<file path="src/rtl/note_scheduler.sv">
// Falling-note game sequencer: converts diff_speed into a row-advance tick,
// spawns LFSR-driven notes into a LANES x DEPTH grid and judges strike-row hits.
module note_scheduler #(
  parameter int LANES    = 4,
  parameter int DEPTH    = 8,
  parameter int MAX_MISS = 10
) (
  input  logic                   clk,
  input  logic                   rst,
  input  logic [2:0]             mode,
  input  logic [22:0]            diff_speed,
  input  logic [1:0]             level,
  input  logic [LANES-1:0]       hit,
  output logic                   tick,
  output logic [LANES*DEPTH-1:0] grid,
  output logic [7:0]             score,
  output logic [7:0]             misses,
  output logic                   game_over
);

  localparam logic [2:0] MODE_PLAY  = 3'd1;
  localparam logic [2:0] MODE_PAUSE = 3'd2;
  localparam logic [7:0] MISS_CAP   = 8'(MAX_MISS);

  typedef enum logic [1:0] {S_IDLE, S_RUN, S_PAUSE, S_OVER} state_e;

  state_e                       state_q, state_d;
  logic [22:0]                  cnt_q, cnt_d;
  logic                         tick_q, tick_d;
  logic [DEPTH-1:0][LANES-1:0]  grid_q, grid_d;
  logic [7:0]                   lfsr_q, lfsr_d;
  logic [7:0]                   score_q, score_d;
  logic [7:0]                   misses_q, misses_d;

  logic                         active, wrap, spawn_en, fb;
  logic [LANES-1:0]             strike, good, bad, cleared, escaped, spawn;
  logic [9:0]                   score_sum, miss_sum;
  int                           lane_idx;

  function automatic logic [7:0] popcnt(input logic [LANES-1:0] v);
    logic [7:0] c;
    c = '0;
    for (int i = 0; i < LANES; i++) c = c + {7'd0, v[i]};
    return c;
  endfunction

  always_comb begin
    state_d = state_q;
    unique case (state_q)
      S_IDLE:  if (mode == MODE_PLAY) state_d = S_RUN;
      S_RUN: begin
        if (misses_q == MISS_CAP)       state_d = S_OVER;
        else if (mode == MODE_PAUSE)    state_d = S_PAUSE;
        else if (mode != MODE_PLAY)     state_d = S_IDLE;
      end
      S_PAUSE: begin
        if (mode == MODE_PLAY)          state_d = S_RUN;
        else if (mode != MODE_PAUSE)    state_d = S_IDLE;
      end
      S_OVER:  if (mode != MODE_PLAY && mode != MODE_PAUSE) state_d = S_IDLE;
      default: state_d = S_IDLE;
    endcase
  end

  // Only cycles that stay in RUN advance play; leaving RUN freezes that cycle.
  assign active   = (state_q == S_RUN) && (state_d == S_RUN);
  assign wrap     = (cnt_q >= diff_speed);
  assign strike   = grid_q[DEPTH-1];
  assign good     = hit & strike;
  assign bad      = hit & ~strike;
  assign cleared  = strike & ~hit;
  assign escaped  = wrap ? cleared : '0;
  assign fb       = lfsr_q[7] ^ lfsr_q[5] ^ lfsr_q[4] ^ lfsr_q[3];
  assign spawn_en = (lfsr_q[7:5] < ({1'b0, level} + 3'd2));
  assign lane_idx = int'(lfsr_q[1:0]) % LANES;

  always_comb begin
    for (int l = 0; l < LANES; l++) spawn[l] = spawn_en && (lane_idx == l);
  end

  assign score_sum = {2'b00, score_q} + 10'(popcnt(good));
  assign miss_sum  = {2'b00, misses_q} + 10'(popcnt(bad)) + 10'(popcnt(escaped));

  always_comb begin
    cnt_d    = cnt_q;
    tick_d   = 1'b0;
    grid_d   = grid_q;
    lfsr_d   = lfsr_q;
    score_d  = score_q;
    misses_d = misses_q;

    if (active) begin
      tick_d   = wrap;
      cnt_d    = wrap ? '0 : cnt_q + 23'd1;
      score_d  = (score_sum > 10'd255) ? 8'hFF : score_sum[7:0];
      misses_d = (miss_sum >= 10'(MAX_MISS)) ? MISS_CAP : miss_sum[7:0];
      if (wrap) begin
        for (int r = DEPTH-1; r > 0; r--) grid_d[r] = grid_q[r-1];
        grid_d[0] = spawn;
        lfsr_d    = {lfsr_q[6:0], fb};
      end else begin
        grid_d[DEPTH-1] = cleared;
      end
    end

    // IDLE wipes the playfield but keeps the LFSR running across games.
    if (state_q == S_IDLE || state_d == S_IDLE) begin
      cnt_d    = '0;
      grid_d   = '0;
      score_d  = '0;
      misses_d = '0;
    end
  end

  always_ff @(posedge clk or posedge rst) begin
    if (rst) begin
      state_q  <= S_IDLE;
      cnt_q    <= '0;
      tick_q   <= 1'b0;
      grid_q   <= '0;
      lfsr_q   <= 8'hA5;
      score_q  <= '0;
      misses_q <= '0;
    end else begin
      state_q  <= state_d;
      cnt_q    <= cnt_d;
      tick_q   <= tick_d;
      grid_q   <= grid_d;
      lfsr_q   <= lfsr_d;
      score_q  <= score_d;
      misses_q <= misses_d;
    end
  end

  assign tick      = tick_q;
  assign grid      = grid_q;
  assign score     = score_q;
  assign misses    = misses_q;
  assign game_over = (state_q == S_OVER);

endmodule
</file>
<file path="config.mk">
export PLATFORM = sky130hd
export DESIGN_NAME = note_scheduler
export DESIGN_NICKNAME = d
export VERILOG_FILES = /design/src/rtl/note_scheduler.sv
export SDC_FILE = /design/constraint.sdc
export NUM_CORES = 1
export LEC_CHECK = 0
export BUFFER_PORTS_ARGS = -buffer_cell sky130_fd_sc_hd__buf_2
export CELL_PAD_IN_SITES_DETAIL_PLACEMENT = 0
export CELL_PAD_IN_SITES_GLOBAL_PLACEMENT = 2
export CORE_MARGIN = 2
export CORE_UTILIZATION = 35
export DETAILED_ROUTE_END_ITERATION = 10
export PLACE_DENSITY = 0.8
export SLEW_MARGIN = 20
export SYNTH_ARGS = -nofsm -noshare
export SYNTH_HDL_FRONTEND = slang
export SYNTH_SLANG_ARGS = --single-unit
</file>
<file path="constraint.sdc">
create_clock -name clk -period 5.6 [get_ports clk]
set_input_delay 0.28 -clock clk [delete_from_list [all_inputs] [get_ports clk]]
set_output_delay 0.28 -clock clk [all_outputs]
set_load 0.1 [all_outputs]
</file>
==> reports/results.tsv <==
stage	metric	value	unit
yosys	yosysUniqueCellTypes	64	
sta	worst_slew_pin_slew	0.785	ns
critical_path	critical_path.top_delay_family	simple AND/OR/NAND/NOR gates	
job	drv_cap	0	
yosys	yosysWarnings	0	
layout	nets	699	
floorplan	ios	84	
cts	clock_latency	0.35	ns
cts	post_cts_buffers	0	
floorplan	start_util	35.5	%
cts	cts_tree	yes	
status	status	complete, no violations	
sta	fin_crit_sh	91.9	%
yosys	synthMuxAreaShare	6.82	%
layout	area_growth	18.1	%
route	wl_per_cell	15.6	µm
placed_design	port_buffers	83	
yosys	synth_xor_area_share	1.54	%
route	wirelength	12.7	mm
placed_design	hpwl	9.10	mm
yosys	syn_avg_cell_area	9.45	µm²
sta	finClkSkew	0.0119	ns
sta	final-hold-violation-count	0	
route	avgViaCountPerCell	5.15	
sta	setup_ws	0.455	ns
layout	drive_above_1_share	21.9	%
pwr	power.internal	0.968	mW
floorplan	dieArea	15600	µm²
critical_path	crit_fanout	6	
pwr	switchingPower	0.306	mW
global_routing	antenna_found_initial	0	
pwr	p_leak	3.04	nW
yosys	synthCells	542	
worst_hold_path	hp-class	input pin to asynchronous set/reset pin	
yosys	synthArstFlopShare	100	%
floorplan	rows	44	
pwr	vdd_drop_max	0.118	mV
pwr	seq_power_share	46.8	%
yosys	yosysSeqAreaShare	40.2	%
global_routing	grt_pass1_wl	21.0	mm
yosys	synth_top_family_by_area	simple AND/OR/NAND/NOR gates	
yosys	synth-adder-area-share	11.2	%
critical_path	path_buf_inv	2	
sta	slew_headroom	47.7	%
pwr	p_clk_share	47.2	%
global_routing	grt_max_degree	83	
route	first_iter_violations	224	
pwr	switching_share	24.0	%
yosys	synth-simple-area-share	19.5	%
yosys	synth_edf_count	0	
critical_path	max_stage_delay	0.56	ns
cts	cts_made_buffers	9	
placed_design	gp_congestion	0.800	
route	drtPass1Iterations	4	
layout	fill_cells	1474	
global_routing	gr-total-overflow	0	
critical_path	crit_chain	ha_1 -> nand4_1 -> nor4_2 -> and4_1 -> nand2_1 -> nand2_1 -> nand2_1 -> fa_1 -> inv_1 -> fa_1 -> fa_1 -> inv_1 -> fa_1 -> nor2b_1 -> nand4b_1 -> a2bb2oi_1 -> nor3_1 -> nor3b_1 -> a21oi_1	
cts	clk_pin_slew	0.06	ns
global_routing	grt_pass1_vias	4118	
yosys	synth.area.top_cells	dfrtp_1 (38%), ha_1 (8.1%), inv_1 (5.7%), mux2i_1 (5.3%), nand2_1 (4.6%)	
cts	clock-root-buffer	clkbuf_16	
yosys	ys_seq_elements	82	
cts	cts_max_path_buffers	2	
cts	cts_num_sinks	82	
global_routing	grt_usage	16.6	%
yosys	synthesis.nets	617	
yosys	synth_compound_area_share	13.0	%
critical_path	slowest_stage	fa_1	
yosys	synth_ff_type	dfrtp_1	
critical_path	critPathRequiredTime	5.82	ns
yosys	syn_area	5120	µm²
route	vias	4191	
critical_path	worstSetupPathType	register to register	
sta	rsz0062_at_grt	no	
sta	max_freq	194	MHz
floorplan	die_w	125	µm
critical_path	end_kind	register	
sta	tns	0	ns
critical_path	cpMostUsedCell	fa_1	
pwr	power_density	211	nW/µm²
critical_path	crit_path_start_kind	register	
route	ant_nets	0	
placed_design	pre_cts_ws	0.330	ns
yosys	yosysTopAreaCell	dfrtp_1	
cts	cts_max_level	3	
sta	min_period	5.14	ns
sta	setup_viol	0	
critical_path	arrival	5.36	ns
yosys	yosys.area.top_type_share	38.1	%
layout	antenna_cells	0	
floorplan	die_h	125	µm
yosys	netlist_top_cells_count	dfrtp_1 (78), inv_1 (78), nand2_1 (63)	
route	drc	0	
sta	slew_violations	0	
floorplan	fp.coreArea	14400	µm²
pwr	p_comb_share	6.0	%
## logic make-up after synthesis
logic type,Yosys count
buffers and inverters,97
multiplexers,34
AND/OR/NAND/NOR,187
AO/OA/AOI/OAI,92
XOR/XNOR,9
flip-flops,82
adder cells (fa/ha/maj),41
## stage by stage
stage	hold WS, ns	total power, mW	instance area (µm²)	std cells	util [%]
3_3_place_gp	0.488	0.682	5740	797	39.8
2_1_floorplan	0.500	0.655	5120	542	-
3_5_place_dp	0.496	0.685	5740	797	39.8
4_1_cts	0.233	1.29	6040	813	41.9
6_report	0.151	1.27	6050	813	41.9
5_1_grt	0.223	1.32	6050	813	41.9
## routing by layer
metal / up-vias / wire (µm) / track usage [%]
li1: 2060 / - / -
met1: 2015 / 5910 / 22.3
met2: 103 / 6100 / 27.4
met3: 13 / 485 / 2.61
met4: 0 / 217 / 6.21
met5: - / 0 / 0
## flip-flops by register name, indices dropped and copies added (netlist names)
name and cells:
cnt_q 23, grid 28, lfsr_q 8, misses 8
score 8, state_q 2, strike 4, tick 1
## power by group through the flow
stage	clock [mW]	sequential, mW	combinational [mW]
3_5_place_dp	0	0.607	0.0774
4_1_cts	0.615	0.596	0.0780
5_1_grt	0.637	0.596	0.0875
2_1_floorplan	0	0.609	0.0452
3_3_place_gp	0	0.607	0.0748
6_report	0.601	0.596	0.0766
## worst min-delay path, delay by kind of cell
kind | cells | cell delay (ns)
buffers and inverters | 3 | 0.72
## what timing repair did
item / CTS / global route
hold buffers: 0 / 0
resized for setup: 0 / 1
setup endpoints to repair: 0 / 2
## cell type report
| type | instances | area (µm²) | area share [%] |
|---|---|---|---|
| Sequential cell | 82 | 2060 | 34.0 |
| Tap cell | 184 | 230 | 3.81 |
| Multi-Input combinational cell | 363 | 2700 | 44.7 |
| Inverter | 78 | 294 | 4.86 |
| Timing Repair Buffer | 90 | 472 | 7.80 |
| Clock inverter | 6 | 65.1 | 1.08 |
| Clock buffer | 10 | 229 | 3.79 |
## worst paths after layout
| path | start | cells after the start | slack (ns) | endpoint |
|---|---|---|---|---|
| min in group clk | mode[2] | 2 | 0.24 | misses[4]$_DFFE_PP0P_ |
| max in group asynchronous | rst | 3 | 4.93 | score[4]$_DFFE_PP0P_ |
| hold reg to reg | misses[7]$_DFFE_PP0P_ | 1 | 0.51 | misses[7]$_DFFE_PP0P_ |
| setup reg to reg | cnt_q[16]$_DFFE_PP0P_ | 19 | 0.46 | misses[1]$_DFFE_PP0P_ |
| hold / removal | rst | 3 | 0.15 | lfsr_q[3]$_DFFE_PP0P_ |
| setup / recovery | cnt_q[16]$_DFFE_PP0P_ | 19 | 0.46 | misses[1]$_DFFE_PP0P_ |
## placed cells by master, fill, tap and decap left out, drive strengths merged, types with 3 or more instances in the layout
cell,netlist,final
inv,78,78
and4,4,4
o32ai,4,4
or4,3,3
clkbuf,10,10
nand2,63,63
nor2,21,21
nand3,18,18
o21ai,10,10
clkinv,0,4
fa,8,8
o22ai,10,10
ha,33,33
and3,4,4
xnor2,7,7
a21o,7,7
mux2i,27,27
o221ai,4,4
buf,9,90
or2,3,3
nand2b,5,5
a21oi,23,23
nor2b,10,10
dfrtp,78,78
dfstp,4,4
a32o,3,3
and2,10,10
nor3b,3,3
mux2,7,7
nor3,10,10
a31oi,18,18
nand4,22,22
Note: power is estimated with default switching activity, not from simulation.
